**config.mk**
```make
export PLATFORM = sky130hd
export DESIGN_NAME = gate_share_arbiter_flat
export DESIGN_NICKNAME = d
export VERILOG_FILES = /design/src/rtl/gate_share_arbiter_pkg.sv /design/src/rtl/gate_share_arbiter_if.sv /design/src/rtl/gate_share_arbiter_rr_pick.sv /design/src/rtl/gate_share_arbiter.sv /design/src/flat_wrapper.sv
export SDC_FILE = /design/constraint.sdc
export NUM_CORES = 1
export LEC_CHECK = 0
export ABC_CLOCK_PERIOD_IN_PS = 3670
export CORE_UTILIZATION = 53
export DETAILED_ROUTE_END_ITERATION = 10
export PLACE_DENSITY = 0.8
export RECOVER_POWER = 25
export SYNTH_ARGS = -nofsm -noshare
export SYNTH_HDL_FRONTEND = slang
export SYNTH_SLANG_ARGS = --single-unit
```
**constraint.sdc**
```tcl
create_clock -name clk -period 3.67 [get_ports clk]
set_input_delay 0.5505 -clock clk [delete_from_list [all_inputs] [get_ports clk]]
set_output_delay 0.5505 -clock clk [all_outputs]
set_load 0.1 [all_outputs]
```
**src/rtl/gate_share_arbiter_pkg.sv**
```systemverilog
// gate_share_pkg: shared types and helpers for the gate-share arbiter.
//   state_e   : sequencing FSM states (IDLE, EXEC, RESP)
//   OP_*      : gate function encodings
//   CNT_W     : width of the execution latency counter (LATENCY up to 15)
//   LOCK_CAP  : longest run of back-to-back transactions one requester may
//               hold through LOCK (only used when the LOCK feature is built)
//   gate_op() : the shared 2-input logic resource
package gate_share_pkg;

  typedef enum logic [1:0] {
    IDLE = 2'd0,
    EXEC = 2'd1,
    RESP = 2'd2
  } state_e;

  localparam logic [1:0] OP_AND  = 2'd0;
  localparam logic [1:0] OP_OR   = 2'd1;
  localparam logic [1:0] OP_XOR  = 2'd2;
  localparam logic [1:0] OP_NAND = 2'd3;

  localparam int         CNT_W    = 4;
  localparam logic [2:0] LOCK_CAP = 3'd4;

  // Evaluate the configured 2-input gate.
  function automatic logic gate_op(input logic [1:0] op, input logic a, input logic b);
    logic r;
    case (op)
      OP_AND:  r = a & b;
      OP_OR:   r = a | b;
      OP_XOR:  r = a ^ b;
      OP_NAND: r = ~(a & b);
      default: r = 1'b0;
    endcase
    return r;
  endfunction

endpackage

```
**src/rtl/gate_share_arbiter_if.sv**
```systemverilog
// gate_share_arbiter_if: request/result bundle between requesters, consumer
// and the gate-share arbiter.
//   req     : per-requester level request          (requesters -> arbiter)
//   i0, i1  : per-requester operands, bit k = req k (requesters -> arbiter)
//   gnt     : one-hot, one-cycle grant pulse        (arbiter -> requesters)
//   busy    : arbiter executing or presenting       (arbiter -> requesters)
//   o_valid : result valid                          (arbiter -> consumer)
//   o_ready : consumer accepts result               (consumer -> arbiter)
//   y       : registered gate result                (arbiter -> consumer)
//   o_id    : owner index of y                      (arbiter -> consumer)
// Modports: slave = arbiter side, master = requester/consumer side.
interface gate_share_arbiter_if #(
  parameter int N_REQ = 4,
  parameter int ID_W  = 2
);

  logic [N_REQ-1:0] req;
  logic [N_REQ-1:0] i0;
  logic [N_REQ-1:0] i1;
  logic [N_REQ-1:0] gnt;
  logic             busy;
  logic             o_valid;
  logic             o_ready;
  logic             y;
  logic [ID_W-1:0]  o_id;

  modport slave (
    input  req, i0, i1, o_ready,
    output gnt, busy, o_valid, y, o_id
  );

  modport master (
    output req, i0, i1, o_ready,
    input  gnt, busy, o_valid, y, o_id
  );

endinterface

```
**src/rtl/gate_share_arbiter_rr_pick.sv**
```systemverilog
// rr_pick: combinational round-robin priority search.
// Scans req starting at index ptr and wrapping modulo N_REQ; reports the first
// set bit as a one-hot vector and as an index. Reusable by any shared-resource
// arbiter that keeps its own rotating pointer.
//   req    : request vector
//   ptr    : highest-priority index this cycle
//   onehot : winner, one-hot (all zero when no request)
//   idx    : winner index (zero when no request)
//   any    : at least one request present
module rr_pick #(
  parameter int N_REQ = 4,
  parameter int ID_W  = 2
) (
  input  logic [N_REQ-1:0] req,
  input  logic [ID_W-1:0]  ptr,
  output logic [N_REQ-1:0] onehot,
  output logic [ID_W-1:0]  idx,
  output logic             any
);

  // First-set search from ptr, wrapping around the request vector.
  always_comb begin
    logic [ID_W-1:0] j_s;
    onehot = {N_REQ{1'b0}};
    idx    = {ID_W{1'b0}};
    any    = 1'b0;
    j_s    = {ID_W{1'b0}};
    for (int i = 0; i < N_REQ; i++) begin
      j_s = ID_W'((int'(ptr) + i) % N_REQ);
      if (!any && req[j_s]) begin
        any         = 1'b1;
        onehot[j_s] = 1'b1;
        idx         = j_s;
      end else begin
        any = any;
      end
    end
  end

endmodule

```
**src/rtl/gate_share_arbiter.sv**
```systemverilog
// gate_share_arbiter: shares one configured 2-input gate and its result flop
// among N_REQ requesters. A round-robin pick grants one requester, its operands
// are captured at the grant edge, a LATENCY-cycle counter runs, and the
// registered result is then offered on a valid/ready output.
// Ports:
//   clk   : clock, rising edge
//   rst_n : synchronous active-low reset
//   lock  : (only with GATE_SHARE_ARBITER_LOCK_EN) keep priority on the
//           current owner at the result handshake, capped at LOCK_CAP runs
//   bus   : gate_share_arbiter_if.slave (req/i0/i1/gnt/busy/o_valid/o_ready/y/o_id)
// Configuration macro: GATE_SHARE_ARBITER_LOCK_EN (undefined = pure round-robin).
module gate_share_arbiter
  import gate_share_pkg::*;
#(
  parameter int N_REQ   = 4,
  parameter int ID_W    = 2,
  parameter int LATENCY = 2,
  parameter int OP      = 0
) (
  input  logic clk,
  input  logic rst_n,
`ifdef GATE_SHARE_ARBITER_LOCK_EN
  input  logic lock,
`endif
  gate_share_arbiter_if.slave bus
);

  localparam logic [1:0]       OP_SEL   = 2'(OP);
  localparam logic [CNT_W-1:0] CNT_INIT = CNT_W'(LATENCY - 1);
  localparam logic [N_REQ-1:0] ONE_HOT0 = {{(N_REQ - 1){1'b0}}, 1'b1};
  localparam logic [ID_W-1:0]  LAST_ID  = ID_W'(N_REQ - 1);

  generate
    if (ID_W != $clog2(N_REQ)) begin : g_bad_id_w
      $error("gate_share_arbiter: ID_W must equal clog2(N_REQ)");
    end
    if (N_REQ < 2 || N_REQ > 8) begin : g_bad_n_req
      $error("gate_share_arbiter: N_REQ must be in 2..8");
    end
    if (LATENCY < 1 || LATENCY > 15) begin : g_bad_latency
      $error("gate_share_arbiter: LATENCY must be in 1..15");
    end
    if (OP < 0 || OP > 3) begin : g_bad_op
      $error("gate_share_arbiter: OP must be in 0..3");
    end
  endgenerate

  state_e           state_r;
  state_e           state_nxt_s;
  logic [ID_W-1:0]  ptr_r;
  logic [ID_W-1:0]  ptr_nxt_s;
  logic [CNT_W-1:0] cnt_r;
  logic [CNT_W-1:0] cnt_nxt_s;
  logic             a_r;
  logic             a_nxt_s;
  logic             b_r;
  logic             b_nxt_s;
  logic [N_REQ-1:0] gnt_r;
  logic [N_REQ-1:0] gnt_nxt_s;
  logic             busy_r;
  logic             o_valid_r;
  logic             o_valid_nxt_s;
  logic             y_r;
  logic             y_nxt_s;
  logic [ID_W-1:0]  o_id_r;
  logic [ID_W-1:0]  o_id_nxt_s;

  logic [N_REQ-1:0] pick_onehot_s;
  logic [ID_W-1:0]  pick_idx_s;
  logic             pick_any_s;
  logic [N_REQ-1:0] sel_onehot_s;
  logic [ID_W-1:0]  sel_idx_s;
  logic             sel_any_s;
  logic             hs_s;
  logic             lock_honor_s;

  assign hs_s = o_valid_r & bus.o_ready;

  rr_pick #(
    .N_REQ (N_REQ),
    .ID_W  (ID_W)
  ) u_pick (
    .req    (bus.req),
    .ptr    (ptr_r),
    .onehot (pick_onehot_s),
    .idx    (pick_idx_s),
    .any    (pick_any_s)
  );

`ifdef GATE_SHARE_ARBITER_LOCK_EN
  // locked_r is a one-shot: it only biases the first IDLE cycle after a
  // locked handshake. lock_run_r counts consecutive honoured locks.
  logic       locked_r;
  logic [2:0] lock_run_r;
  logic       hold_s;

  assign hold_s       = locked_r & bus.req[o_id_r];
  assign lock_honor_s = lock & (lock_run_r < (LOCK_CAP - 3'd1));

  // Lock bookkeeping: arm on honoured handshake, drop after one IDLE cycle.
  always_ff @(posedge clk) begin
    if (!rst_n) begin
      locked_r   <= 1'b0;
      lock_run_r <= 3'd0;
    end else begin
      if (hs_s) begin
        locked_r   <= lock_honor_s;
        lock_run_r <= lock_honor_s ? (lock_run_r + 3'd1) : 3'd0;
      end else if (state_r == IDLE) begin
        locked_r <= 1'b0;
      end else begin
        locked_r <= locked_r;
      end
    end
  end

  // Winner selection: the locked owner first, otherwise round-robin.
  always_comb begin
    sel_any_s    = pick_any_s;
    sel_onehot_s = pick_onehot_s;
    sel_idx_s    = pick_idx_s;
    if (hold_s) begin
      sel_any_s    = 1'b1;
      sel_onehot_s = ONE_HOT0 << o_id_r;
      sel_idx_s    = o_id_r;
    end else begin
      sel_any_s = pick_any_s;
    end
  end
`else
  assign lock_honor_s = 1'b0;
  assign sel_any_s    = pick_any_s;
  assign sel_onehot_s = pick_onehot_s;
  assign sel_idx_s    = pick_idx_s;
`endif

  // FSM state register.
  always_ff @(posedge clk) begin
    if (!rst_n) begin
      state_r <= IDLE;
    end else begin
      state_r <= state_nxt_s;
    end
  end

  // FSM next-state decode.
  always_comb begin
    state_nxt_s = state_r;
    case (state_r)
      IDLE: begin
        if (sel_any_s) state_nxt_s = EXEC;
        else           state_nxt_s = IDLE;
      end
      EXEC: begin
        if (cnt_r == {CNT_W{1'b0}}) state_nxt_s = RESP;
        else                        state_nxt_s = EXEC;
      end
      RESP: begin
        if (hs_s) state_nxt_s = IDLE;
        else      state_nxt_s = RESP;
      end
      default: state_nxt_s = IDLE;
    endcase
  end

  // FSM output decode: next values of the grant, datapath and result flops.
  always_comb begin
    ptr_nxt_s     = ptr_r;
    cnt_nxt_s     = cnt_r;
    a_nxt_s       = a_r;
    b_nxt_s       = b_r;
    gnt_nxt_s     = {N_REQ{1'b0}};
    o_valid_nxt_s = o_valid_r;
    y_nxt_s       = y_r;
    o_id_nxt_s    = o_id_r;
    case (state_r)
      IDLE: begin
        if (sel_any_s) begin
          gnt_nxt_s  = sel_onehot_s;
          a_nxt_s    = bus.i0[sel_idx_s];
          b_nxt_s    = bus.i1[sel_idx_s];
          o_id_nxt_s = sel_idx_s;
          cnt_nxt_s  = CNT_INIT;
        end else begin
          gnt_nxt_s = {N_REQ{1'b0}};
        end
      end
      EXEC: begin
        if (cnt_r == {CNT_W{1'b0}}) begin
          y_nxt_s       = gate_op(OP_SEL, a_r, b_r);
          o_valid_nxt_s = 1'b1;
        end else begin
          cnt_nxt_s = cnt_r - {{(CNT_W - 1){1'b0}}, 1'b1};
        end
      end
      RESP: begin
        if (hs_s) begin
          o_valid_nxt_s = 1'b0;
          // Priority moves past the owner unless it keeps it through LOCK.
          if (lock_honor_s)           ptr_nxt_s = ptr_r;
          else if (o_id_r == LAST_ID) ptr_nxt_s = {ID_W{1'b0}};
          else                        ptr_nxt_s = o_id_r + {{(ID_W - 1){1'b0}}, 1'b1};
        end else begin
          o_valid_nxt_s = 1'b1;
        end
      end
      default: begin
        o_valid_nxt_s = 1'b0;
        gnt_nxt_s     = {N_REQ{1'b0}};
      end
    endcase
  end

  // Datapath and output registers.
  always_ff @(posedge clk) begin
    if (!rst_n) begin
      ptr_r     <= {ID_W{1'b0}};
      cnt_r     <= {CNT_W{1'b0}};
      a_r       <= 1'b0;
      b_r       <= 1'b0;
      gnt_r     <= {N_REQ{1'b0}};
      busy_r    <= 1'b0;
      o_valid_r <= 1'b0;
      y_r       <= 1'b0;
      o_id_r    <= {ID_W{1'b0}};
    end else begin
      ptr_r     <= ptr_nxt_s;
      cnt_r     <= cnt_nxt_s;
      a_r       <= a_nxt_s;
      b_r       <= b_nxt_s;
      gnt_r     <= gnt_nxt_s;
      busy_r    <= (state_nxt_s != IDLE);
      o_valid_r <= o_valid_nxt_s;
      y_r       <= y_nxt_s;
      o_id_r    <= o_id_nxt_s;
    end
  end

  assign bus.gnt     = gnt_r;
  assign bus.busy    = busy_r;
  assign bus.o_valid = o_valid_r;
  assign bus.y       = y_r;
  assign bus.o_id    = o_id_r;

endmodule
```
**src/flat_wrapper.sv**
```systemverilog
// flat-port wrapper written by rule: the top's interface ports become plain ports
module gate_share_arbiter_flat import gate_share_pkg::*;
#(
  parameter int N_REQ   = 4,
  parameter int ID_W    = 2,
  parameter int LATENCY = 2,
  parameter int OP      = 0
)
  (clk, rst_n, bus_req, bus_i0, bus_i1, bus_o_ready, bus_gnt, bus_busy, bus_o_valid, bus_y, bus_o_id);
  gate_share_arbiter_if #(.N_REQ(N_REQ), .ID_W(ID_W)) bus_i ();
  input  logic clk;
  input  logic rst_n;
  input wire logic [$bits(bus_i.req)-1:0] bus_req;
  input wire logic [$bits(bus_i.i0)-1:0] bus_i0;
  input wire logic [$bits(bus_i.i1)-1:0] bus_i1;
  input wire logic [$bits(bus_i.o_ready)-1:0] bus_o_ready;
  output wire logic [$bits(bus_i.gnt)-1:0] bus_gnt;
  output wire logic [$bits(bus_i.busy)-1:0] bus_busy;
  output wire logic [$bits(bus_i.o_valid)-1:0] bus_o_valid;
  output wire logic [$bits(bus_i.y)-1:0] bus_y;
  output wire logic [$bits(bus_i.o_id)-1:0] bus_o_id;
  assign bus_i.req = bus_req;
  assign bus_i.i0 = bus_i0;
  assign bus_i.i1 = bus_i1;
  assign bus_i.o_ready = bus_o_ready;
  assign bus_gnt = bus_i.gnt;
  assign bus_busy = bus_i.busy;
  assign bus_o_valid = bus_i.o_valid;
  assign bus_y = bus_i.y;
  assign bus_o_id = bus_i.o_id;
  gate_share_arbiter #(.N_REQ(N_REQ), .ID_W(ID_W), .LATENCY(LATENCY), .OP(OP)) u_core (.clk(clk), .rst_n(rst_n), .bus(bus_i));
endmodule
```
======== Word level (Yosys, flattened, before mapping) ========
Index checks and enable logic that the tools add are counted.
storage, ports and cells
  register bits after elaboration ......... 19
  input port bits ......................... 15
operators by class
  add/sub/neg operators ................... 5
  order comparisons ....................... 9
  eq/ne operators ......................... 6
  muxes and demuxes ....................... 43
  bitwise gates (word level) .............. 6
  reductions and logical operators ........ 20
operator list
  operator             count
  $mux 4               6
  $mux 1               17
  $lt 2x3->1 const B   5
  $mux 2               7
  $bmux 1 s2           6
  $or 4x4->4           3
  $demux 1 s2          4
  $ge 2x1->1 const B   4
  $pmux 4 s2           1
  $reduce_and 2->1     4
  $logic_and 1x1->1    7
  $pmux 2 s3           1
  $reduce_and 3->1     2
  $add 2x1->2 const B  2
  $add 2x2->2 const B  2
  $eq 2x2->1 const B   2
  $logic_not 4->1      1
  $ne 2x1->1 const B   2
  $reduce_bool 2->1    2
  $sub 4x1->4 const B  1
  $logic_not 1->1      3
  $pmux 1 s3           1
  $and 1x1->1          2
  $eq 2x1->1 const B   1
  3 further kinds      3

======== Logic depth before layout (Yosys ltp) ========
  depth after elaboration ................. 15
  mapped depth ............................ 10
  gate-level depth less buffers ........... 8

======== Modules after synthesis ========
From an unflattened synthesis, not the netlist that was laid out.
second synthesis, totals
  cells, all modules ...................... 139
  area total of the unflattened synthesis .. 1310.0 um^2
modules (own cells, without submodules)
  module              instances  cells an instance  area each (um^2)  seq. area each (um^2)
  gate_share_arbiter  1          94                 890.9             380.4
  rr_pick             1          45                 419.2             0.0

======== Least setup slack after synthesis ========
Ideal clock, no wire load.
  kind .................................... register to register
  start ................................... register u_core.ptr_r[0]
  end ..................................... register u_core.a_r
  setup time .............................. 0.124 ns
  data arrival time ....................... 2.442 ns
  slack ................................... 1.103 ns
  cell stages (with the launch flop) ...... 11
  path buffers ............................ 2
  period minus slack after synthesis ...... 2.567 ns
  cells stage by stage .................... dfxtp_1 buf_6 inv_1 ha_1 buf_6 mux4_2 nor2b_4 or2_4 mux2_4 a211oi_2 a211oi_1
between the ends
  longest elaborated chain between the ends .. 14
  elaborated cells between the ends (all ways) .. 28
RTL lines
  what                                                                  line                       source
  start: declaration                                                    gate_share_arbiter.sv:50   logic [ID_W-1:0] ptr_r;
  start signal: assignment                                              gate_share_arbiter.sv:217  ptr_r <= {ID_W{1'b0}};
  start signal: assignment                                              gate_share_arbiter.sv:227  ptr_r <= ptr_nxt_s;
  parallel branches: the longest is 14 deep, another holds $add 2x1->2  n/a
  end signal: assignment                                                gate_share_arbiter.sv:229  a_r <= a_nxt_s;
  end: declaration                                                      gate_share_arbiter.sv:54   logic a_r;
Several ways; the timed one is not identified. The select of a mux whose other input is x is not followed.
A chain may end at the register's enable or synchronous reset.

======== Worst setup path after layout ========
  start ................................... register u_core.ptr_r[1]
  end ..................................... register u_core.a_r
Same word-level chain as after synthesis.

==> results.toml <==
[cts]
clkSlewWorstSetupHoldPaths_ps = 100
numClockSinks = 19
cts_buffers = 3
cts_root_buffer = "clkbuf_4"
post_cts.resized_instances = 0
cts.hold.buffers_added = 0
h-tree-depth = 1
clock_latency_ps = 290
tritoncts_clock_tree = "yes"
cts.path.max_buffers = 2
post_cts_buffers = 0

[global_routing]
via_count_of_the_first_global_routing_pass = 1092
grt-busiest-layer = "met2"
grtUsageMet3_pct = 6.78
grtUsageMet1_pct = 31.0
grtUsageTotal_pct = 23.5
grt_start_max_net_pins = 21
grt_antenna_before_repair = 0
grt_util_met2_pct = 39.1
grt_overflow_total = 0
grt_pass1_wl_mm = 4.93

[power]
power.share.clock_pct = 11.0
pwr_per_cell_area_mw_per_mm2 = 561
cellInternalPower_w = 0.000493
power.switching_fraction_pct = 47.7
total_switching_power_w = 0.000450
vdd_ir_drop_max_mv = 0.656
static-leakage-power_nw = 0.649
power.combinational.fraction_pct = 57.5
seq_power_share_pct = 31.5

[synthesis]
yosys.cell_types.count = 49
async_flop_share_pct = 0
number_of_warnings_issued_by_yosys = 0
yosys_register_bits = 19
ys_seq_area_share_pct = 26.7
count_of_flip_flops_with_a_built_in_enable_after_synthesis = 0
synth_area_per_cell_um2 = 8.79
synthesis.area_mm2 = 0.00142
synthesized_net_count = 188
synthCells = 162
ys.flop_type = "dfxtp_1"

[floorplanning]
floorplan.die_area_mm2 = 0.00290
rows = 18
dieHeight_um = 53.8
fp.dieW_um = 53.8
effective_utilization_at_floorplan_pct = 57.0
io-pin-count = 24
area_of_the_core_mm2 = 0.00250

[critical_path]
timing.critical_path.required_ps = 3860
timing.reg2reg.setup_slack_ps = 790
worst_r2r_path_depth = 8
worst_setup_end_kind = "register"
crit_path_cell_trace = "inv_1 > ha_1 > mux4_2 > nor2b_4 > or2_4 > mux2_4 > a211oi_2 > a211oi_1"
regToRegStartpoint = "u_core.ptr_r[1]"
timing.critical_path.max_delay_family = "multiplexers"
cp_data_arrival_time_ps = 3070
worstSetupStartpointType = "register"
slowest_stage = "mux4_2"
critical-path-max-stage-delay_ps = 670
path_buf_inv = 1
timing.critical_path.fanout_max = 10
crit-reg2reg-capture = "u_core.a_r"
crit_type = "register to register"

[placed_design]
numPlacedInstances = 209
dpl_worst_slack_ps = 739
place_area_mm2 = 0.00166
hpwlAfterDp_mm = 2.34
portBuffers = 23
globalplace.congestion = 0.875

[sta]
post-route-min-period_ps = 2880
setup_tns_ps = 0
tightestPinTransition_ps = 968
setup-violations-final = 0
fin_skew_ps = 4.77
timing_max_transition_violations_final = 0
grt_setup_unrepaired = "false"
final_hold_viol_count = 0
final.period_utilization_pct = 78.6
fin_ws_ps = 785
achievable-frequency_ghz = 0.347
slew-limit-headroom_pct = 35.3

[drt]
detail_route.wirelength_mm = 3.09
via_per_inst = 6.05
post-route-drc-count = 0
drt_iter0_drc = 55
wire_per_inst_um = 14.5
dr.pass1.iters = 4
final_antenna_net_count = 0
via_count = 1288

[worst_hold_path]
worstHoldPathCells = 2
hp-class = "register to register"
holdPathEnd = "u_core.bus.y"
hold_path_startpoint = "u_core.bus.y"

[finish]
design_area_mm2 = 0.00168
fraction_of_layout_cells_with_a_size_suffix_above_1_pct = 9.29
stdcell_count = 213
final_nets = 210
antenna-diode-count = 0
area_growth_pct = 18.0

[flow_run]
drv.max_cap_violation_count = 0

[status]
status = "finished, final reports clean"
[power groups by stage]
| stage | clock network (W) | registers (W) | logic (W) |
|---|---|---|---|
| CTS | 0.000108 | 0.000296 | 0.000548 |
| floorplan | 0 | 0.000433 | 0.000278 |
| finish | 0.000104 | 0.000297 | 0.000542 |
| detailed placement | 0 | 0.000299 | 0.000547 |
| global placement | 0 | 0.000299 | 0.000531 |
| global route | 0.000115 | 0.000303 | 0.000594 |
[layout by cell type (no fill, tap or decap), drive strengths merged, types with 2 or more instances in the layout]
cell           count
dfxtp             19
a211oi             4
nand2              9
mux4               3
clkbuf             4
a31oi              2
mux2i              8
nor2b              5
a21oi              6
a22oi              4
dlygate4sd3        2
nand3              3
a221oi             4
clkdlybuf4s50     21
inv                8
buf                3
a21boi             4
o22ai              2
xor2               2
mux2               2
ha                11
o21a               2
nor3b              3
nor2              20
nand3b             2
o21ai              7
nor3               2
nand2b             5
[sequential cells by signal, indices dropped and copies added (netlist names)]
signal / cells
u_core.a_r: 1
u_core.bus.o_valid: 1
u_core.cnt_r: 4
u_core.bus.y: 1
u_core.b_r: 1
u_core.bus.busy: 1
u_core.bus.o_id: 2
u_core.state_r: 2
u_core.bus.gnt: 4
u_core.ptr_r: 2
[worst reg2reg max path, cell delays in order, from the launching register on]
cell      delay (ps)
dfxtp_1          490
inv_1            150
ha_1             520
mux4_2           670
nor2b_4          200
or2_4            170
mux2_4           300
a211oi_2         220
a211oi_1          70
[final cells by class]
cell class,instances,area [um^2]
clock buffers,4,26.3
multi-input cells,126,953
repair buffers,26,253
inverters,8,30.0
flip-flops and latches,19,380
well taps,30,37.5
fillers,195,820
[synthesized netlist by cell type (2+ instances only)]
cell type / count / area share (%)
buf_2: 3 / 1.1
a211oi_1: 3 / 1.6
nor3b_1: 3 / 1.6
o22ai_1: 2 / 0.88
buf_6: 2 / 1.6
inv_1: 8 / 2.1
mux4_2: 2 / 3.2
o21ai_0: 6 / 2.1
dfxtp_1: 19 / 27
nor2b_1: 4 / 1.8
xor2_1: 2 / 1.2
a221oi_1: 4 / 2.5
nor2_1: 20 / 5.3
a21boi_0: 4 / 2.1
a22oi_1: 4 / 2.1
o21a_1: 2 / 1.1
mux2i_1: 8 / 5.6
nand3b_1: 2 / 1.1
nor3_1: 2 / 0.70
a21oi_1: 6 / 2.1
nand3_1: 3 / 1.1
clkbuf_1: 3 / 0.79
nand2_1: 9 / 2.4
a31oi_1: 2 / 0.88
ha_1: 11 / 9.7
nand2b_1: 5 / 2.2
[how the worst max path moves through the flow]
| stage | start | endpoint | slack (ps) | cells past startpoint |
|---|---|---|---|---|
| detailed placement | bus_req[1] | u_core.b_r | 740 | 7 |
| CTS | u_core.ptr_r[1] | u_core.a_r | 770 | 8 |
| global placement | bus_req[2] | u_core.b_r | 820 | 7 |
| floorplan | u_core.ptr_r[0] | u_core.a_r | 1100 | 10 |
| finish | u_core.ptr_r[1] | u_core.a_r | 790 | 8 |
| global route | u_core.ptr_r[1] | u_core.a_r | 620 | 8 |
[layer usage]
layer  wire length, um  part of all wire, %  vias to the layer above
met5                 0                    0                        -
met4                 0                    0                        0
met3               208                  6.7                        0
met2              1440                   47                       48
met1              1440                   47                      602
li1                  -                    -                      638
[through the flow]
step | util (%) | power (W) | hold WS [ps]
floorplan | - | 0.000711 | 451
global placement | 66.5 | 0.000831 | 470
detailed placement | 66.5 | 0.000847 | 480
CTS | 67.5 | 0.000952 | 499
global route | 67.2 | 0.00101 | 513
finish | 67.2 | 0.000943 | 498
[cell families after synthesis]
| family | count (synthesis) | synth area share, % |
|---|---|---|
| mux | 13 | 12.5 |
| xor+xnor | 2 | 1.23 |
| compound gates | 46 | 24.3 |
| buf+inv | 17 | 5.80 |
| flops | 19 | 26.7 |
| fa+ha+maj | 11 | 9.67 |
| simple gates | 54 | 19.8 |
Note: power is estimated with default switching activity, not from simulation.
